--- src/rtl/sc_backg_sequencer_pkg.sv ---
// Shared definitions for the background-type register sequencer:
// state encodings, scroll and level codes, and the inactive control bus.
package sc_backg_sequencer_pkg;

  localparam int CNT_W = 24;

  typedef enum logic [2:0] {
    ST_IDLE   = 3'd0,
    ST_CLEAR  = 3'd1,
    ST_LOAD   = 3'd2,
    ST_RUN    = 3'd3,
    ST_LOSE_P = 3'd4,
    ST_LOSE_H = 3'd5,
    ST_WIN_P  = 3'd6,
    ST_WIN_H  = 3'd7
  } state_t;

  // Scroll codes understood by the register rows
  localparam logic [1:0] SHIFT_NONE  = 2'b00;
  localparam logic [1:0] SHIFT_LEFT  = 2'b01;
  localparam logic [1:0] SHIFT_RIGHT = 2'b10;

  // Level codes; NIVEL_NONE means "no level pattern load this cycle"
  localparam logic [1:0] NIVEL_NONE = 2'b00;
  localparam logic [1:0] LEVEL_1    = 2'b01;
  localparam logic [1:0] LEVEL_2    = 2'b10;
  localparam logic [1:0] LEVEL_3    = 2'b11;

  // Control bus shared by every background register row
  typedef struct packed {
    logic       clearLow;
    logic [1:0] shiftSel;
    logic       crashLow;
    logic       cleanLow;
    logic [1:0] nivel;
  } ctrl_t;

  localparam ctrl_t CTRL_INACTIVE = '{
    clearLow: 1'b1,
    shiftSel: SHIFT_NONE,
    crashLow: 1'b1,
    cleanLow: 1'b1,
    nivel:    NIVEL_NONE
  };

endpackage

--- src/rtl/sc_backg_sequencer_tick.sv ---
// Period counter: counts 0..period-1 and flags the last count as a tick.
// Held at zero while clear is high so the first tick after release comes
// exactly one period later.
module sc_backgseq_tick
  import sc_backg_sequencer_pkg::*;
(
  input  logic             SC_TICK_CLOCK_50,
  input  logic             SC_TICK_RESET_InLow,
  input  logic             clear,
  input  logic [CNT_W-1:0] period,
  output logic             tick
);

  logic [CNT_W-1:0] countReg;

  // Tick on the last count of the period; comparing against period-1 gives
  // exactly one tick every period cycles.
  always_comb begin
    tick = (countReg == (period - {{(CNT_W-1){1'b0}}, 1'b1}));
  end

  // Counter register: zeroed on reset or clear, wraps after the tick
  always_ff @(posedge SC_TICK_CLOCK_50) begin
    if (!SC_TICK_RESET_InLow || clear) begin
      countReg <= '0;
    end else if (tick) begin
      countReg <= '0;
    end else begin
      countReg <= countReg + {{(CNT_W-1){1'b0}}, 1'b1};
    end
  end

endmodule

--- src/rtl/sc_backg_sequencer.sv ---
// Sequencer for the background-type register bank. Converts start, crash
// and win events into ordered one-cycle control pulses and a periodic
// scroll. All outputs are decoded from registered state, level and counter.
module sc_backg_sequencer
  import sc_backg_sequencer_pkg::*;
#(
  parameter logic [CNT_W-1:0] SHIFT_PERIOD_L1 = 24'd5000000,
  parameter logic [CNT_W-1:0] SHIFT_PERIOD_L2 = 24'd2500000,
  parameter logic [CNT_W-1:0] SHIFT_PERIOD_L3 = 24'd1250000,
  parameter logic [1:0]       SHIFTDIR_L1     = 2'b01,
  parameter logic [1:0]       SHIFTDIR_L2     = 2'b10,
  parameter logic [1:0]       SHIFTDIR_L3     = 2'b01
) (
  input  logic       SC_BACKGSEQ_CLOCK_50,
  input  logic       SC_BACKGSEQ_RESET_InLow,
  input  logic       SC_BACKGSEQ_start_InLow,
  input  logic       SC_BACKGSEQ_crash_InLow,
  input  logic       SC_BACKGSEQ_win_InLow,
  output logic       SC_BACKGSEQ_clear_OutLow,
  output logic [1:0] SC_BACKGSEQ_shiftselection_Out,
  output logic       SC_BACKGSEQ_crash_OutLow,
  output logic       SC_BACKGSEQ_clean_OutLow,
  output logic [1:0] SC_BACKGSEQ_nivel_Out,
  output logic [1:0] SC_BACKGSEQ_level_Out,
  output logic       SC_BACKGSEQ_running_OutHigh,
  output logic [2:0] SC_BACKGSEQ_state_Out
);

  state_t           stateReg;
  state_t           stateNext;
  logic [1:0]       levelReg;
  logic [CNT_W-1:0] periodSel;
  logic [1:0]       dirSel;
  logic             tickPulse;
  ctrl_t            ctrl;

  // Scroll period and direction for the current level
  always_comb begin
    periodSel = SHIFT_PERIOD_L1;
    dirSel    = SHIFTDIR_L1;
    case (levelReg)
      LEVEL_2: begin
        periodSel = SHIFT_PERIOD_L2;
        dirSel    = SHIFTDIR_L2;
      end
      LEVEL_3: begin
        periodSel = SHIFT_PERIOD_L3;
        dirSel    = SHIFTDIR_L3;
      end
      default: begin
        periodSel = SHIFT_PERIOD_L1;
        dirSel    = SHIFTDIR_L1;
      end
    endcase
  end

  // Counter only runs in RUN; any other state parks it at zero
  sc_backgseq_tick u_tick (
    .SC_TICK_CLOCK_50    (SC_BACKGSEQ_CLOCK_50),
    .SC_TICK_RESET_InLow (SC_BACKGSEQ_RESET_InLow),
    .clear               (stateReg != ST_RUN),
    .period              (periodSel),
    .tick                (tickPulse)
  );

  // State register
  always_ff @(posedge SC_BACKGSEQ_CLOCK_50) begin
    if (!SC_BACKGSEQ_RESET_InLow) begin
      stateReg <= ST_IDLE;
    end else begin
      stateReg <= stateNext;
    end
  end

  // Next-state logic; crash has priority over win, events ignored outside
  // the states that listen for them
  always_comb begin
    stateNext = stateReg;
    case (stateReg)
      ST_IDLE:   if (!SC_BACKGSEQ_start_InLow) stateNext = ST_CLEAR;
      ST_CLEAR:  stateNext = ST_LOAD;
      ST_LOAD:   stateNext = ST_RUN;
      ST_RUN: begin
        if (!SC_BACKGSEQ_crash_InLow) begin
          stateNext = ST_LOSE_P;
        end else if (!SC_BACKGSEQ_win_InLow) begin
          stateNext = (levelReg == LEVEL_3) ? ST_WIN_P : ST_LOAD;
        end
      end
      ST_LOSE_P: stateNext = ST_LOSE_H;
      ST_WIN_P:  stateNext = ST_WIN_H;
      ST_LOSE_H: if (!SC_BACKGSEQ_start_InLow) stateNext = ST_CLEAR;
      ST_WIN_H:  if (!SC_BACKGSEQ_start_InLow) stateNext = ST_CLEAR;
      default:   stateNext = ST_IDLE;
    endcase
  end

  // Level register: back to 1 on entering CLEAR, +1 on a mid-game win
  always_ff @(posedge SC_BACKGSEQ_CLOCK_50) begin
    if (!SC_BACKGSEQ_RESET_InLow) begin
      levelReg <= LEVEL_1;
    end else if (stateNext == ST_CLEAR) begin
      levelReg <= LEVEL_1;
    end else if ((stateReg == ST_RUN) && (stateNext == ST_LOAD)) begin
      levelReg <= levelReg + 2'd1;
    end
  end

  // Output decode: at most one control active, each for a single cycle
  always_comb begin
    ctrl = CTRL_INACTIVE;
    case (stateReg)
      ST_CLEAR:  ctrl.clearLow = 1'b0;
      ST_LOAD:   ctrl.nivel    = levelReg;
      ST_RUN:    if (tickPulse) ctrl.shiftSel = dirSel;
      ST_LOSE_P: ctrl.crashLow = 1'b0;
      ST_WIN_P:  ctrl.cleanLow = 1'b0;
      default:   ctrl = CTRL_INACTIVE;
    endcase
  end

  assign SC_BACKGSEQ_clear_OutLow       = ctrl.clearLow;
  assign SC_BACKGSEQ_shiftselection_Out = ctrl.shiftSel;
  assign SC_BACKGSEQ_crash_OutLow       = ctrl.crashLow;
  assign SC_BACKGSEQ_clean_OutLow       = ctrl.cleanLow;
  assign SC_BACKGSEQ_nivel_Out          = ctrl.nivel;
  assign SC_BACKGSEQ_level_Out          = levelReg;
  assign SC_BACKGSEQ_running_OutHigh    = (stateReg == ST_RUN);
  assign SC_BACKGSEQ_state_Out          = stateReg;

endmodule

--- config.mk ---
export PLATFORM = sky130hd
export DESIGN_NAME = sc_backg_sequencer
export DESIGN_NICKNAME = d
export VERILOG_FILES = /design/src/rtl/sc_backg_sequencer_pkg.sv /design/src/rtl/sc_backg_sequencer_tick.sv /design/src/rtl/sc_backg_sequencer.sv
export SDC_FILE = /design/constraint.sdc
export NUM_CORES = 1
export LEC_CHECK = 0
export ABC_AREA = 1
export CORE_MARGIN = 2
export CORE_UTILIZATION = 55
export DETAILED_ROUTE_END_ITERATION = 6
export GPL_TIMING_DRIVEN = 0
export PLACE_DENSITY = 0.75
export RECOVER_POWER = 25
export SLEW_MARGIN = 40
export SYNTH_ARGS = -nofsm -noshare
export SYNTH_HDL_FRONTEND = slang
export SYNTH_HIERARCHICAL = 1
export SYNTH_SLANG_ARGS = --single-unit
--- constraint.sdc ---
create_clock -name SC_BACKGSEQ_CLOCK_50 -period 6.8 [get_ports SC_BACKGSEQ_CLOCK_50]
set_input_delay 1.36 -clock SC_BACKGSEQ_CLOCK_50 [delete_from_list [all_inputs] [get_ports SC_BACKGSEQ_CLOCK_50]]
set_output_delay 1.36 -clock SC_BACKGSEQ_CLOCK_50 [all_outputs]
set_load 0.02 [all_outputs]
**After elaboration in Yosys (flattened, before gate mapping)**

Cells that the tools add are included.

- Register bits: 29
- Bits of input ports: 5
- Output and inout port bits: 13
- Logic and storage cells: 40

- $add $sub $neg: 3
- Equal/unequal tests: 13
- Multiplexer cells: 13
- Bitwise operators: 1
- Reduce and logical (&&, ||, !) cells: 7

Operator list:

| kind | number |
|---|---|
| $pmux W23 S2 | 1 |
| $add A24 B1 Y24 const B | 1 |
| $eq A24 B24 Y1 | 1 |
| $sub A23 B1 Y24 const B | 1 |
| $pmux W3 S6 | 1 |
| $eq A3 B3 Y1 const B | 4 |
| $mux W3 | 4 |
| $eq A3 B2 Y1 const B | 3 |
| $mux W2 | 4 |
| $eq A3 B1 Y1 const B | 2 |
| $eq A2 B2 Y1 const B | 2 |
| $reduce_or A2 Y1 | 2 |
| $logic_not A3 Y1 | 1 |
| $mux W1 | 3 |
| $ne A3 B2 Y1 const B | 1 |
| $reduce_or A3 Y1 | 1 |
| $add A2 B1 Y2 const B | 1 |
| $logic_and A1 B1 Y1 | 1 |
| $logic_not A1 Y1 | 1 |
| $logic_or A1 B1 Y1 | 1 |
| $not A1 Y1 | 1 |

**Longest topological paths before layout**

Gate-level depths: netlist of the first run.

- Word-level depth: 7
- Depth in mapped cells: 19

**Modules after synthesis**

The synthesis of the first run kept the hierarchy.

Modules (own cells, without submodules):

| module | instances | cells an instance | area each (um^2) | seq. area each (um^2) |
|---|---|---|---|---|
| sc_backgseq_tick | 1 | 398 | 2383.5 | 480.5 |
| sc_backg_sequencer | 1 | 73 | 457.9 | 100.1 |

**Worst setup path after synthesis of the first run**

Ideal clock, no wire load.

- Path type: register to output
- Start: register levelReg[0] (netlist: SC_BACKGSEQ_level_Out[0])
- End: output port SC_BACKGSEQ_shiftselection_Out[1]
- Arrival: 3415 ps
- Data required time: 5440 ps
- Slack: 2025 ps
- Stages on the path, launching flop included: 16
- Buffers on the path: 0
- Cells stage by stage: dfxtp_1 inv_1 ha_1 nor2_1 inv_1 nor2_2 nand2_2 nor2_4 nand3_1 inv_1 o21ai_0 a211oi_1 nand3_1 nor2_1 nand2_1 nor2_1

- Word-level cells in the longest chain between the ends: 6
- Elaborated cells between the ends (all ways): 8

RTL lines:

| what | line | text |
|---|---|---|
| start: declaration | sc_backg_sequencer.sv:31 | `logic [1:0] levelReg;` |
| start signal: assignment | sc_backg_sequencer.sv:105 | `levelReg <= levelReg + 2'd1;` |
| $eq A2 B2 Y1 | sc_backg_sequencer.sv:41 | `case (levelReg)` |
| $pmux W23 S2 (*) | sc_backg_sequencer.sv:41 |  |
| net periodSel[10] | sc_backg_sequencer.sv:32 | `logic [CNT_W-1:0] periodSel;` |
| $sub A23 B1 Y24 (*) | sc_backg_sequencer_tick.sv:19 | `tick = (countReg == (period - {{(CNT_W-1){1'b0}}, 1'b1}));` |
| $eq A24 B24 Y1 (*) | sc_backg_sequencer_tick.sv:19 |  |
| net tickPulse | sc_backg_sequencer.sv:34 | `logic tickPulse;` |
| $mux W2 (*) | sc_backg_sequencer.sv:115 | `ST_RUN: if (tickPulse) ctrl.shiftSel = dirSel;` |
| $mux W2 (*) | sc_backg_sequencer.sv:112 | `case (stateReg)` |
| end: declaration | sc_backg_sequencer.sv:20 | `output logic [1:0] SC_BACKGSEQ_shiftselection_Out,` |

Mark *: on every way through the listed nets, which the timed path passes. The rest lies on a longest branch.

**Worst setup path in the final report of the first run**

Same ends and word-level chain as after synthesis.

==> results of run 1 <==
-- layout make-up --
cell class,count,area share [%]
Buffer,4,1.43
Inverter,73,8.46
Timing Repair Buffer,17,5.25
Clock buffer,7,2.66
Sequential cell,29,17.9
Multi-Input combinational cell,382,61.6
Tap cell,70,2.70
-- power by group --
group          internal, W  switching, W
combinational    0.0000226     0.0000377
sequential        0.000172    0.00000373
clock            0.0000800     0.0000579
total             0.000275     0.0000994
-- per-layer routing --
| layer | vias up | GRT usage [%] |
|---|---|---|
| li1 | 1511 | - |
| met1 | 1240 | 35.1 |
| met2 | 48 | 39.6 |
| met3 | 13 | 3.31 |
| met4 | 0 | 10.1 |
| met5 | - | 0 |
-- sequential cells by signal, indices dropped and copies added (netlist names) --
register and cells:
SC_BACKGSEQ_level_Out 2, u_tick/countReg 24, SC_BACKGSEQ_state_Out 3
-- how the worst min path moves through the flow --
stage                            start            endpoint  slack (ps)  cells past startpoint
global placement    u_tick/countReg[0]  u_tick/countReg[0]         460                      1
detailed placement  u_tick/countReg[0]  u_tick/countReg[0]         470                      1
finish              u_tick/countReg[0]  u_tick/countReg[0]         490                      1
CTS                 u_tick/countReg[0]  u_tick/countReg[0]         490                      1
floorplan           u_tick/countReg[0]  u_tick/countReg[0]         430                      1
global route        u_tick/countReg[0]  u_tick/countReg[0]         550                      1
-- worst max-delay path, stage by stage (launching register included) --
cell	delay, ps
dfxtp_1	390
inv_1	110
ha_1	490
nor2_2	670
inv_1	340
nor2_2	260
nand2_2	150
nor2_4	190
nand3_1	110
inv_1	90
o21ai_0	70
a211oi_1	210
nand3_1	100
nor2_1	150
nand2_1	70
nor2_1	130
clkdlybuf4s50_1	630
-- metrics by stage --
stage	setup slack, ps	util (%)	area, sq um	hold WS (ps)	power (W)
floorplan	2030	-	2910	430	0.000223
detailed placement	1290	62.8	3170	474	0.000242
CTS	991	64.5	3250	488	0.000381
finish	999	64.3	3240	489	0.000374
global placement	938	62.7	3160	455	0.000241
global route	588	64.3	3240	548	0.000393
-- logic make-up after synthesis --
family / Yosys count
simple gates: 299
buf+inv: 77
xor+xnor: 45
flops: 29
compound gates: 14
fa+ha+maj: 6
other cells: 1
-- cells in the final DEF (no fill, tap or decap), drive strengths merged --
master and n:
a211oi 1, a21oi 4, and2 2, buf 3, clkbuf 8, clkdlybuf4s50 10
conb 18, dfxtp 29, dlygate4sd3 7, ha 6, inv 73, nand2 131
nand3 33, nand3b 3, nand4 15, nor2 103, nor3 10, nor4 1
o21ai 7, o21bai 2, or2 1, xnor2 20, xor2 25
==> flow_summary_export.csv, run 1 <==
group,metric,value,unit
placed_design,hpwl,5460,um
die,die_x,75.9,um
synth,synth_compound_area_share,3.52,%
setup_path,crit_start,"SC_BACKGSEQ_level_Out[0]",
route,drt-pass1-iter-count,4,
placed_design,io_buffers,17,
synth,synth_ff_type,"dfxtp_1",
clock_network,htree_levels,2,
pwr,power.density,115,nW/um^2
die,die_h,75.9,um
timing,tightest_slew,807,ps
timing,fin_worst_skew,3.77,ps
synth,synth_xor_xnor_area_share,13.9,%
route,antenna_left,0,
min_path,hold_path.class,"register to register",
clock_network,tritoncts,"done",
die,start_util,56.4,%
global_route,grt_pass1_wl,11000,um
synth,ys_seq_area_share,20.4,%
clock_network,cts_root_buf,"clkbuf_8",
clock_network,cts_max_path_buffers,2,
die,design.core.area,5040,sq um
pwr,peakVddDrop,0.159,mV
global_route,first_global_vias,2476,
route,wl,6830,um
finish,diodes,0,
route,vias,2812,
route,drtIter0Drc,167,
synth,synthAdderAreaFrac,2.64,%
timing,slew_headroom,46.2,%
finish,fin_nets,523,
clock_network,holdBufCountCts,0,
global_route,antenna_found_initial,0,
setup_path,r2r.worst_path.cells,19,
die,io_pins,18,
finish,multi_input_area,2000,sq um
synth,synth.area.mux_share,0,%
route,wl_met1,3410,um
clock_network,clock-sinks,29,
setup_path,startpoint_type,"register",
setup_path,r2r_start,"SC_BACKGSEQ_level_Out[0]",
global_route,grt_start_max_net_pins,19,
setup_path,crit_required,5440,ps
timing,hold_violations,0,
synth,synthArstFlopShare,0,%
job,maxCapViolCount,0,
synth,yosys.cell_types.count,33,
synth,yosysTopAreaCell,"dfxtp_1",
synth,synth_area_leaders,"dfxtp_1 20%, nand2_1 16%, nor2_1 11%, inv_1 9.5%, xor2_1 7.7%",
clock_network,clk_pin_slew,60,ps
placed_design,gp_congestion,0.979,
synth,yosysWarnings,6,
setup_path,r2r-end,"u_tick/countReg[4]",
setup_path,criticalPathCategory,"register to output pin",
synth,avgSynthCellArea,6.03,sq um
status,status,"finished, final reports clean",
pwr,cellLeakagePower,1.39,nW
route,via_per_inst,4.83,
setup_path,ff2ff_setup_slack,3110,ps
setup_path,critPathArrivalTime,4440,ps
synth,netlist_area,2840,sq um
route,dr.max_layer_used,"met4",
timing,finalCritPeriodShare,85.3,%
synth,synth_top_family_by_area,"simple AND/OR/NAND/NOR gates",
setup_path,worstSetupEndpointType,"output pin",
finish,fillerInstances,489,
finish,drive_gt1_share,9.96,%
finish,final_cells,582,
timing,period_needed,5800,ps
route,drt-wirelength-per-cell,11.7,um
clock_network,cts_made_buffers,5,
synth,synth_top_area_share,20.4,%
timing,fmax,172,MHz
die,rows,26,
synth,synthCells,471,
timing,drv_slew,0,
synth,synth-simple-area-share,48.1,%
global_route,grt_overflow,0,
finish,areaGrowthSynthToFinish,14.0,%
setup_path,critical_path.endpoint,"SC_BACKGSEQ_shiftselection_Out[1]",
synth,synth_common_cells,"120 x nand2_1, 81 x nor2_1, 72 x inv_1",
finish,regArea,581,sq um
route,drc,0,
setup_path,path_max_fanout,18,
timing,finalSetupViolations,0,
timing,rsz0062_at_grt,"false",
clock_network,cts_resized,0,
clock_network,clk-insertion-delay-late,280,ps
route,wl_met3,260,um
placed_design,post-place-cells,575,
die,die_area,5760,sq um
timing,finalSetupTns,0,ps
synth,synth_most_common_cell,"nand2_1",
synth,ys_ff_latch,29,
synth,synth_edf_count,0,
route,wl_met2,2990,um
global_route,track_usage,25.3,%
clock_network,post-cts-setup-buffers,0,
Note: power is estimated with default switching activity, not from simulation.
==> run 2, diff against run 1 <==
--- a/config.mk
+++ b/config.mk
@@ -7,10 +7,9 @@
 export LEC_CHECK = 0
 export ABC_AREA = 1
 export CORE_MARGIN = 2
-export CORE_UTILIZATION = 55
+export CORE_UTILIZATION = 38
 export DETAILED_ROUTE_END_ITERATION = 6
 export GPL_TIMING_DRIVEN = 0
-export PLACE_DENSITY = 0.75
 export RECOVER_POWER = 25
 export SLEW_MARGIN = 40
 export SYNTH_ARGS = -nofsm -noshare
==> run 2 against run 1 <==
Compared with the run above:
- sequential power barely moved
- largest power group unchanged
- critical endpoint unchanged
- clock skew rose by 1.7 ps
- clock-buffer cell count did not move
- worst hold slack got worse by 25 ps
- worst setup slack improved by 210 ps
- utilization fell by 19 points
==> flow_summary_export.csv, run 2 (synthesis results as in run 1) <==
group,metric,value,unit
status,status,"finished, final reports clean",
timing,drv_slew,0,
placed_design,hpwl,5570,um
finish,fin_nets,523,
placed_design,post-place-cells,604,
clock_network,htree_levels,2,
setup_path,worstSetupEndpointType,"output pin",
clock_network,holdBufCountCts,0,
finish,diodes,0,
finish,drive_gt1_share,10.3,%
finish,top_register,"u_tick/countReg",
route,vias,2738,
timing,period_needed,5590,ps
clock_network,cts_root_buf,"clkbuf_8",
timing,hold_violations,0,
clock_network,clk_pin_slew,60,ps
clock_network,cts_max_path_buffers,2,
setup_path,critPathArrivalTime,4230,ps
clock_network,clk-insertion-delay-late,280,ps
setup_path,crit_start,"SC_BACKGSEQ_level_Out[1]",
placed_design,gp_congestion,0.934,
pwr,clockPowerShare,39.7,%
clock_network,cts_made_buffers,5,
timing,finalSetupTns,0,ps
global_route,antenna_found_initial,0,
finish,areaGrowthSynthToFinish,15.8,%
setup_path,ff2ff_setup_slack,3250,ps
pwr,cellLeakagePower,1.40,nW
die,die_x,90.5,um
pwr,power.density,119,nW/um^2
pwr,swShare,26.8,%
die,start_util,39.2,%
route,drt-pass1-iter-count,4,
setup_path,r2r_start,"SC_BACKGSEQ_level_Out[1]",
pwr,internal_power,0.000286,W
finish,final_common_cell,"nand2_1",
finish,largest_register_ffs,24,
timing,rsz0062_at_grt,"false",
global_route,first_global_vias,2571,
finish,final_cells,612,
clock_network,tritoncts,"done",
pwr,switchingPower,0.000105,W
clock_network,post-cts-setup-buffers,0,
placed_design,io_buffers,17,
global_route,grt_pass1_wl,12000,um
route,drt-wirelength-per-cell,11.3,um
route,via_per_inst,4.47,
route,drtIter0Drc,206,
route,drc,0,
die,die_area,8180,sq um
job,maxCapViolCount,0,
clock_network,cts_resized,0,
timing,finalCritPeriodShare,82.2,%
die,io_pins,18,
global_route,grt_overflow,0,
timing,fin_worst_skew,5.44,ps
setup_path,startpoint_type,"register",
die,rows,31,
global_route,track_usage,17.9,%
setup_path,r2r-end,"u_tick/countReg[18]",
pwr,comb_power_share,15.3,%
die,design.core.area,7250,sq um
timing,fin_ws,1210,ps
min_path,hold_start,"u_tick/countReg[0]",
setup_path,criticalPathCategory,"register to output pin",
placed_design,dp_slack,1320,ps
setup_path,critical_path.endpoint,"SC_BACKGSEQ_shiftselection_Out[1]",
route,antenna_left,0,
timing,tightest_slew,791,ps
die,die_h,90.5,um
timing,slew_headroom,47.3,%
global_route,grt_start_max_net_pins,19,
pwr,seqPwrFrac,45.0,%
setup_path,r2r.worst_path.cells,18,
setup_path,crit_required,5440,ps
timing,fmax,179,MHz
timing,finalSetupViolations,0,
setup_path,path_max_fanout,16,
pwr,peakVddDrop,0.109,mV
finish,final_cell_mix,"120 x nand2_1, 80 x nor2_1, 72 x inv_1",
clock_network,clock-sinks,29,
min_path,hold_path.class,"register to register",
route,wl,6910,um
## run 2: final cells by class
class / instances / area (sq um)
fill: 783 / 3960
multi-input combinational: 382 / 1990
sequential: 29 / 581
inverter: 73 / 274
timing repair buffer: 17 / 170
tap: 99 / 124
clock buffer: 7 / 96.3
buffer: 4 / 46.3
clock inverter: 1 / 5.00
## run 2: power by group through the flow
stage                     registers [W]  clock network, W  logic (W)
after floorplan                0.000181                 0  0.0000423
after global placement         0.000180                 0  0.0000622
after detailed placement       0.000180                 0  0.0000625
after CTS                      0.000176          0.000160  0.0000627
after global routing           0.000176          0.000167  0.0000680
final                          0.000176          0.000155  0.0000599
## run 2: how the worst min path moves through the flow
| stage | to | cells past startpoint |
|---|---|---|
| after floorplan | u_tick/countReg[0] | 1 |
| after global placement | u_tick/countReg[0] | 1 |
| after detailed placement | u_tick/countReg[0] | 1 |
| after CTS | u_tick/countReg[0] | 1 |
| after global routing | u_tick/countReg[0] | 1 |
| final | u_tick/countReg[0] | 1 |
## run 2: per-layer routing
metal  GRT usage, %  vias up  wire, um
li1               -     1506         -
met1           24.8     1185      3590
met2           29.1       35      2960
met3           2.00       12       253
met4           5.77        0       119
met5              0        -         0
## run 2: per-stage QoR
step           hold WS (ps)  util [%]  power (W)  instance area [sq um]
6_report                464      45.4   0.000391                   3290
2_1_floorplan           430         -   0.000223                   2910
3_3_place_gp            447      44.1   0.000242                   3200
4_1_cts                 464      45.5   0.000398                   3300
3_5_place_dp            449      44.1   0.000242                   3200
5_1_grt                 551      45.4   0.000412                   3290
## run 2: critical path, cell delays in order (launching register included)
cell             delay, ps
dfxtp_1                380
ha_1                   490
nor2_2                 650
inv_1                  340
nor2_2                 270
nand2_2                130
nor2_4                 200
nand3_1                110
inv_1                   80
o21ai_0                 70
a211oi_1               190
nand3_1                100
nor2_1                 130
nand2_1                 70
nor2_1                 110
clkdlybuf4s50_1        610
